--- config.mk ---
export PLATFORM = sky130hd
export DESIGN_NAME = matrix_slot_allocator_flat
export DESIGN_NICKNAME = d
export VERILOG_FILES = /design/src/rtl/matrix_slot_allocator_if.sv /design/src/rtl/matrix_slot_allocator.sv /design/src/flat_wrapper.sv
export SDC_FILE = /design/constraint.sdc
export NUM_CORES = 1
export LEC_CHECK = 0
export CAP_MARGIN = 20
export CORE_MARGIN = 1
export CORE_UTILIZATION = 64
export DETAILED_ROUTE_END_ITERATION = 10
export DONT_BUFFER_PORTS = 1
export GPL_TIMING_DRIVEN = 0
export PLACE_DENSITY_LB_ADDON = 0.3
export SYNTH_ARGS = -nofsm -noshare
export SYNTH_HDL_FRONTEND = slang
export SYNTH_SLANG_ARGS = --single-unit
--- constraint.sdc ---
create_clock -name clk -period 9.1 [get_ports clk]
set_input_delay 1.82 -clock clk [delete_from_list [all_inputs] [get_ports clk]]
set_output_delay 1.82 -clock clk [all_outputs]
set_load 0.01 [all_outputs]
--- src/rtl/matrix_slot_allocator_if.sv ---
// Request/grant/commit handshake between the UART input stage and the slot allocator.
//   req_valid/req_m/req_n : dimension request, held until addr_ready (input stage -> allocator)
//   addr_ready            : 1-cycle grant pulse; base_addr/alloc_id/replaced valid with it
//   base_addr/alloc_id    : granted slot base word address and index (held until next grant)
//   replaced              : grant overwrote a live matrix
//   req_error             : 1-cycle pulse, illegal dimensions dropped
//   commit                : pulse, matrix fully written
//   abort                 : level, input stage disabled; cancels pending grant
interface matrix_slot_allocator_if;
    logic       req_valid;
    logic [2:0] req_m;
    logic [2:0] req_n;
    logic       addr_ready;
    logic [8:0] base_addr;
    logic [3:0] alloc_id;
    logic       replaced;
    logic       req_error;
    logic       commit;
    logic       abort;

    modport master (
        output req_valid, req_m, req_n, commit, abort,
        input  addr_ready, base_addr, alloc_id, replaced, req_error
    );

    modport slave (
        input  req_valid, req_m, req_n, commit, abort,
        output addr_ready, base_addr, alloc_id, replaced, req_error
    );
endinterface

--- src/rtl/matrix_slot_allocator.sv ---
// Matrix slot allocator: picks a slot in the 512-word matrix RAM for each incoming
// matrix, commits its descriptor on completion and serves descriptor lookups.
//   clk, rst_n  : clock, asynchronous active-low reset
//   bus         : request/grant/commit handshake (slave side)
//   busy        : high whenever the allocator is not idle
//   query_id    : descriptor lookup index
//   query_valid/query_m/query_n/query_base : combinational descriptor read of query_id
module matrix_slot_allocator #(
    parameter int unsigned MAX_MATS    = 16,
    parameter int unsigned SLOT_WORDS  = 25,
    parameter int unsigned MAX_PER_DIM = 2
) (
    input  logic                    clk,
    input  logic                    rst_n,
    matrix_slot_allocator_if.slave  bus,
    output logic                    busy,
    input  logic [3:0]              query_id,
    output logic                    query_valid,
    output logic [2:0]              query_m,
    output logic [2:0]              query_n,
    output logic [8:0]              query_base
);
    localparam int unsigned ID_W  = 4;
    localparam int unsigned CNT_W = $clog2(MAX_MATS + 1);
    localparam int unsigned ST_W  = 8;
    localparam int unsigned AW    = 9;

    typedef struct packed {
        logic            valid;
        logic [2:0]      m;
        logic [2:0]      n;
        logic [ST_W-1:0] stamp;
    } desc_t;

    typedef enum logic [1:0] {IDLE, SCAN, GRANT, WAIT_COMMIT} state_t;

    state_t            state_q;
    desc_t             desc_q [MAX_MATS];
    logic [ST_W-1:0]   stamp_q;
    logic [2:0]        m_q, n_q;
    logic [ID_W-1:0]   scan_idx;
    logic              free_found_q, any_found_q;
    logic [ID_W-1:0]   free_idx_q, old_idx_q, same_idx_q;
    logic [ST_W-1:0]   old_age_q, same_age_q;
    logic [CNT_W-1:0]  same_cnt_q;

    logic              nx_free_found, nx_any_found;
    logic [ID_W-1:0]   nx_free_idx, nx_old_idx, nx_same_idx;
    logic [ST_W-1:0]   nx_old_age, nx_same_age;
    logic [CNT_W-1:0]  nx_same_cnt;
    logic [ID_W-1:0]   victim;
    logic              victim_rep;
    desc_t             slot;
    logic [ST_W-1:0]   age;
    logic              dims_legal;

    assign dims_legal = (bus.req_m != 3'd0) && (bus.req_m <= 3'd5) &&
                        (bus.req_n != 3'd0) && (bus.req_n <= 3'd5);

    // Fold the slot under scan into the trackers and pick the victim from the
    // updated values, so the last scan cycle can launch the grant directly.
    always_comb begin
        slot          = desc_q[scan_idx];
        age           = stamp_q - slot.stamp;
        nx_free_found = free_found_q;
        nx_free_idx   = free_idx_q;
        nx_any_found  = any_found_q;
        nx_old_idx    = old_idx_q;
        nx_old_age    = old_age_q;
        nx_same_cnt   = same_cnt_q;
        nx_same_idx   = same_idx_q;
        nx_same_age   = same_age_q;
        victim        = '0;
        victim_rep    = 1'b0;
        if (!slot.valid) begin
            if (!free_found_q) begin
                nx_free_found = 1'b1;
                nx_free_idx   = scan_idx;
            end
        end else begin
            // Strict compare: on equal age the lower index (seen first) wins.
            if (!any_found_q || (age > old_age_q)) begin
                nx_any_found = 1'b1;
                nx_old_idx   = scan_idx;
                nx_old_age   = age;
            end
            if ((slot.m == m_q) && (slot.n == n_q)) begin
                nx_same_cnt = same_cnt_q + CNT_W'(1);
                if ((same_cnt_q == '0) || (age > same_age_q)) begin
                    nx_same_idx = scan_idx;
                    nx_same_age = age;
                end
            end
        end
        if (32'(nx_same_cnt) >= MAX_PER_DIM) begin
            victim     = nx_same_idx;
            victim_rep = 1'b1;
        end else if (nx_free_found) begin
            victim     = nx_free_idx;
            victim_rep = 1'b0;
        end else begin
            victim     = nx_old_idx;
            victim_rep = 1'b1;
        end
    end

    // Control FSM, descriptor store and registered handshake outputs.
    always_ff @(posedge clk or negedge rst_n) begin
        if (!rst_n) begin
            state_q        <= IDLE;
            stamp_q        <= '0;
            m_q            <= '0;
            n_q            <= '0;
            scan_idx       <= '0;
            free_found_q   <= 1'b0;
            free_idx_q     <= '0;
            any_found_q    <= 1'b0;
            old_idx_q      <= '0;
            old_age_q      <= '0;
            same_cnt_q     <= '0;
            same_idx_q     <= '0;
            same_age_q     <= '0;
            busy           <= 1'b0;
            bus.addr_ready <= 1'b0;
            bus.base_addr  <= '0;
            bus.alloc_id   <= '0;
            bus.replaced   <= 1'b0;
            bus.req_error  <= 1'b0;
            for (int i = 0; i < int'(MAX_MATS); i++) begin
                desc_q[i] <= '0;
            end
        end else begin
            bus.addr_ready <= 1'b0;
            bus.replaced   <= 1'b0;
            bus.req_error  <= 1'b0;
            case (state_q)
                IDLE: begin
                    if (bus.req_valid) begin
                        if (!dims_legal) begin
                            bus.req_error <= 1'b1;
                        end else begin
                            m_q          <= bus.req_m;
                            n_q          <= bus.req_n;
                            scan_idx     <= '0;
                            free_found_q <= 1'b0;
                            free_idx_q   <= '0;
                            any_found_q  <= 1'b0;
                            old_idx_q    <= '0;
                            old_age_q    <= '0;
                            same_cnt_q   <= '0;
                            same_idx_q   <= '0;
                            same_age_q   <= '0;
                            busy         <= 1'b1;
                            state_q      <= SCAN;
                        end
                    end
                end
                SCAN: begin
                    if (bus.abort) begin
                        busy    <= 1'b0;
                        state_q <= IDLE;
                    end else begin
                        free_found_q <= nx_free_found;
                        free_idx_q   <= nx_free_idx;
                        any_found_q  <= nx_any_found;
                        old_idx_q    <= nx_old_idx;
                        old_age_q    <= nx_old_age;
                        same_cnt_q   <= nx_same_cnt;
                        same_idx_q   <= nx_same_idx;
                        same_age_q   <= nx_same_age;
                        if (scan_idx == ID_W'(MAX_MATS - 1)) begin
                            bus.addr_ready        <= 1'b1;
                            bus.alloc_id          <= victim;
                            bus.base_addr         <= AW'(victim) * AW'(SLOT_WORDS);
                            bus.replaced          <= victim_rep;
                            desc_q[victim].valid  <= 1'b0;
                            state_q               <= GRANT;
                        end else begin
                            scan_idx <= scan_idx + ID_W'(1);
                        end
                    end
                end
                GRANT: begin
                    state_q <= WAIT_COMMIT;
                end
                WAIT_COMMIT: begin
                    // Commit has priority over a simultaneous abort.
                    if (bus.commit) begin
                        desc_q[bus.alloc_id] <= '{valid: 1'b1, m: m_q, n: n_q, stamp: stamp_q};
                        stamp_q              <= stamp_q + ST_W'(1);
                        busy                 <= 1'b0;
                        state_q              <= IDLE;
                    end else if (bus.abort) begin
                        busy    <= 1'b0;
                        state_q <= IDLE;
                    end
                end
                default: begin
                    busy    <= 1'b0;
                    state_q <= IDLE;
                end
            endcase
        end
    end

    // Combinational descriptor lookup; out-of-range or invalid slots read as all zero.
    always_comb begin
        query_valid = 1'b0;
        query_m     = '0;
        query_n     = '0;
        query_base  = '0;
        if ((32'(query_id) < MAX_MATS) && desc_q[query_id].valid) begin
            query_valid = 1'b1;
            query_m     = desc_q[query_id].m;
            query_n     = desc_q[query_id].n;
            query_base  = AW'(query_id) * AW'(SLOT_WORDS);
        end
    end
endmodule

--- src/flat_wrapper.sv ---
// flat-port wrapper written by rule: the top's interface ports become plain ports
module matrix_slot_allocator_flat 
#(
    parameter int unsigned MAX_MATS    = 16,
    parameter int unsigned SLOT_WORDS  = 25,
    parameter int unsigned MAX_PER_DIM = 2
)
  (clk, rst_n, busy, query_id, query_valid, query_m, query_n, query_base, bus_req_valid, bus_req_m, bus_req_n, bus_commit, bus_abort, bus_addr_ready, bus_base_addr, bus_alloc_id, bus_replaced, bus_req_error);
  matrix_slot_allocator_if bus_i ();
  input  logic clk;
  input  logic rst_n;
  output logic busy;
  input  logic [3:0] query_id;
  output logic query_valid;
  output logic [2:0] query_m;
  output logic [2:0] query_n;
  output logic [8:0] query_base;
  input wire logic [$bits(bus_i.req_valid)-1:0] bus_req_valid;
  input wire logic [$bits(bus_i.req_m)-1:0] bus_req_m;
  input wire logic [$bits(bus_i.req_n)-1:0] bus_req_n;
  input wire logic [$bits(bus_i.commit)-1:0] bus_commit;
  input wire logic [$bits(bus_i.abort)-1:0] bus_abort;
  output wire logic [$bits(bus_i.addr_ready)-1:0] bus_addr_ready;
  output wire logic [$bits(bus_i.base_addr)-1:0] bus_base_addr;
  output wire logic [$bits(bus_i.alloc_id)-1:0] bus_alloc_id;
  output wire logic [$bits(bus_i.replaced)-1:0] bus_replaced;
  output wire logic [$bits(bus_i.req_error)-1:0] bus_req_error;
  assign bus_i.req_valid = bus_req_valid;
  assign bus_i.req_m = bus_req_m;
  assign bus_i.req_n = bus_req_n;
  assign bus_i.commit = bus_commit;
  assign bus_i.abort = bus_abort;
  assign bus_addr_ready = bus_i.addr_ready;
  assign bus_base_addr = bus_i.base_addr;
  assign bus_alloc_id = bus_i.alloc_id;
  assign bus_replaced = bus_i.replaced;
  assign bus_req_error = bus_i.req_error;
  matrix_slot_allocator #(.MAX_MATS(MAX_MATS), .SLOT_WORDS(SLOT_WORDS), .MAX_PER_DIM(MAX_PER_DIM)) u_core (.clk(clk), .rst_n(rst_n), .bus(bus_i), .busy(busy), .query_id(query_id), .query_valid(query_valid), .query_m(query_m), .query_n(query_n), .query_base(query_base));
endmodule
==> reports/results.txt <==
Run status -> complete, no violations
Fill cells -> 1,634
Die width -> 162 um
Most frequent cell after synthesis -> dfrtp_1
Die area -> 26,200 um2
Pre-antenna DRT Iters -> 7
Final WL -> 42,700 um
# port buffers -> 0
# diodes -> 0
YS warnings -> 0
CP startpoint kind -> register
Post-synth top cells -> dfrtp_1 (309), mux2_2 (233), nand2_1 (113)
Fraction of registers with async set/reset -> 100%
Slew of the pin with the lowest slew margin -> 1.37 ns
Die Ht -> 162 um
HP Class -> reg2reg
RSZ-0062 raised after global routing -> no
Mean Syn Cell Area -> 12.8 um2
CTS Buf Count -> 34
CTS root buf -> clkbuf_16
Worst slew margin -> 8.95%
Post-synth cell types -> 61
Tot GR Track Use -> 33.8%
Initial Utilization -> 65.1%
Routed WL per cell -> 25.7 um
Row Count -> 58
Htree depth -> 2
Largest net degree at the start of global routing -> 310
Post-CTS Repair Setup Buffers -> 0
Vias per cell -> 6.74
Initial antenna violation count -> 0
Most frequent CP cell -> ha_1
TritonCTS clock tree -> yes
CP max FO -> 19
Pins Over Slew Limit -> 0
Post-CTS Resized -> 6
GP Congestion -> 0.924
Mapped cell area -> 16,300 um2
Flops & latches, synth -> 309
Vias -> 11,200
Top FF cell, synth -> dfrtp_1
Area after DPL -> 16,800 um2
Non-filler cells in the finished layout -> 1,660
Count of hold buffers inserted by post-cts repair -> 0
Grt ovf -> 0
Clk sinks -> 309
Setup CP Type -> reg2reg
Maxcap violations -> 0
Design area -> 18,000 um2
Worst-path clk slew -> 0.07 ns
Max incr delay on CP -> 0.51 ns
Tmin final -> 8.51 ns
Reg2Reg Setup Slack -> 0.59 ns
Fmax -> 0.118 GHz
Yosys top cell area share -> 47.3%
Final Hold Vio Count -> 0
Boundary Pins -> 48
Post-synth EDFFs -> 0
Sequential element share of the synthesized area -> 47.3%
Synthesized net count -> 1,340
Clock skew -> 0.0129 ns
Max IR drop VDD -> 0.216 mV
Vias in the first global route -> 11,400
CP required -> 9.47 ns
Total Nets Final -> 1,375
Drt drc -> 0
Crit path capture type -> register
Cells after Synth -> 1,272
Tcrit/Tclk final -> 93.5%
Latest clock arrival within the worst-skew pair -> 0.51 ns
WHS -> 0.495 ns
Leak pwr -> 8.50 nW
Area growth, synth to finish -> 10.1%
CTS Buffer Depth -> 3
Synth top area cells -> dfrtp_1 (47%), mux2_2 (16%), mux4_2 (13%), ha_1 (3.8%), nand2_1 (2.6%)
First-pass GRT wire length -> 66,100 um
Layout cells sized above 1 -> 30.6%
Crit-path slowest cell -> dfrtp_1
Arrival time at the worst endpoint -> 8.88 ns
# setup viols final -> 0
Core Area -> 25,100 um2
Pwr dens -> 249 nW/um2
DRT iter0 DRCs -> 1,117
Placed insts -> 1,602
Synth area leader -> dfrtp_1
Hpwl dp -> 28,000 um
Remaining antenna violation count -> 0
-- routing by layer --
layer / part of all wire [%] / track usage [%]
met1: 41 / 46.5
met2: 47 / 51.8
met3: 8.7 / 8.12
met4: 4.3 / 14.5
met5: 0 / 0
-- worst paths after layout --
| kind | from | to | cells after the start |
|---|---|---|---|
| min in group asynchronous | rst_n | u_core.old_age_q[5] | 0 |
| min | u_core.same_age_q[7] | u_core.same_age_q[7] | 1 |
| max | u_core.scan_idx[1] | u_core.bus.base_addr[8] | 30 |
| min reg2reg | u_core.same_age_q[7] | u_core.same_age_q[7] | 1 |
| max reg2reg | u_core.scan_idx[1] | u_core.bus.base_addr[8] | 30 |
| max in group asynchronous | rst_n | u_core.desc_q[206] | 0 |
-- layout by cell type, fill, tap and decap left out, types with 9 or more instances in the layout --
| master | n |
|---|---|
| mux4_2 | 91 |
| o21ai_0 | 45 |
| inv_1 | 42 |
| dfrtp_1 | 309 |
| and3_1 | 10 |
| ha_1 | 50 |
| clkbuf_16 | 37 |
| mux2i_1 | 33 |
| nand2_1 | 113 |
| buf_1 | 9 |
| a21o_1 | 11 |
| xnor2_1 | 17 |
| nor2_1 | 35 |
| clkbuf_1 | 71 |
| a21oi_1 | 18 |
| nor2b_1 | 20 |
| mux2_2 | 233 |
| nand3_1 | 38 |
-- sequential cells by signal (all words and copies together) (netlist names), named ones only --
name	count
u_core.bus.addr_ready	1
u_core.desc_q	240
u_core.free_found_q	1
u_core.bus.base_addr	6
u_core.stamp_q	8
u_core.bus.alloc_id	4
u_core.old_age_q	8
u_core.m_q	3
u_core.scan_idx	4
u_core.state_q	1
u_core.free_idx_q	4
u_core.same_idx_q	4
u_core.bus.req_error	1
u_core.bus.replaced	1
u_core.any_found_q	1
u_core.same_cnt_q	5
u_core.busy	1
u_core.old_idx_q	4
u_core.same_age_q	8
u_core.n_q	3
-- metrics by stage --
stage                     util (%)  setup WS, ns  power (mW)  TNS (ns)
after CTS                     71.7        0.0268        4.48         0
after detailed placement      66.7        -0.130        2.96    -0.130
after global placement        66.7       -0.0576        2.91   -0.0576
after global routing          71.7        0.0465        4.68         0
after floorplan                  -          1.36        2.57         0
final                         71.7         0.591        4.49         0
-- cell families (layout without fill, tap and decap cells) --
kind of cell | count (synthesis) | after routing | synth area share [%]
compound gates | 132 | 132 | 5.30
xor+xnor | 25 | 25 | 1.34
fa+ha+maj | 53 | 53 | 4.20
buf+inv | 139 | 197 | 3.57
flops | 309 | 309 | 47.3
mux | 362 | 362 | 31.1
simple gates | 252 | 252 | 7.22
-- power breakdown --
part           total (mW)  switching, mW  internal, mW
Combinational        1.44          0.892         0.544
Sequential           1.54         0.0697          1.47
Clock                1.52          0.565         0.952
-- critical path, delay by kind of cell (launching register included) --
kind	cells	cell delay (ns)
buffers and inverters	5	1.38
AND/OR/NAND/NOR	7	1.62
flip-flops	1	0.51
XOR/XNOR	1	0.15
adder cells (fa/ha/maj)	5	1.53
AO/OA/AOI/OAI	7	1.39
multiplexers	5	1.76
-- cell type report --
type | count | area, um2 | share of cell area [%]
plain buffers | 92 | 414 | 2.30
clock buffers | 48 | 1020 | 5.65
clock inverters | 11 | 218 | 1.21
inverters | 44 | 165 | 0.918
multi-input cells | 824 | 8030 | 44.6
flip-flops and latches | 309 | 7730 | 43.0
well taps | 330 | 413 | 2.29
repair buffers | 2 | 10.0 | 0.0556
Note: power is estimated with default switching activity, not from simulation.
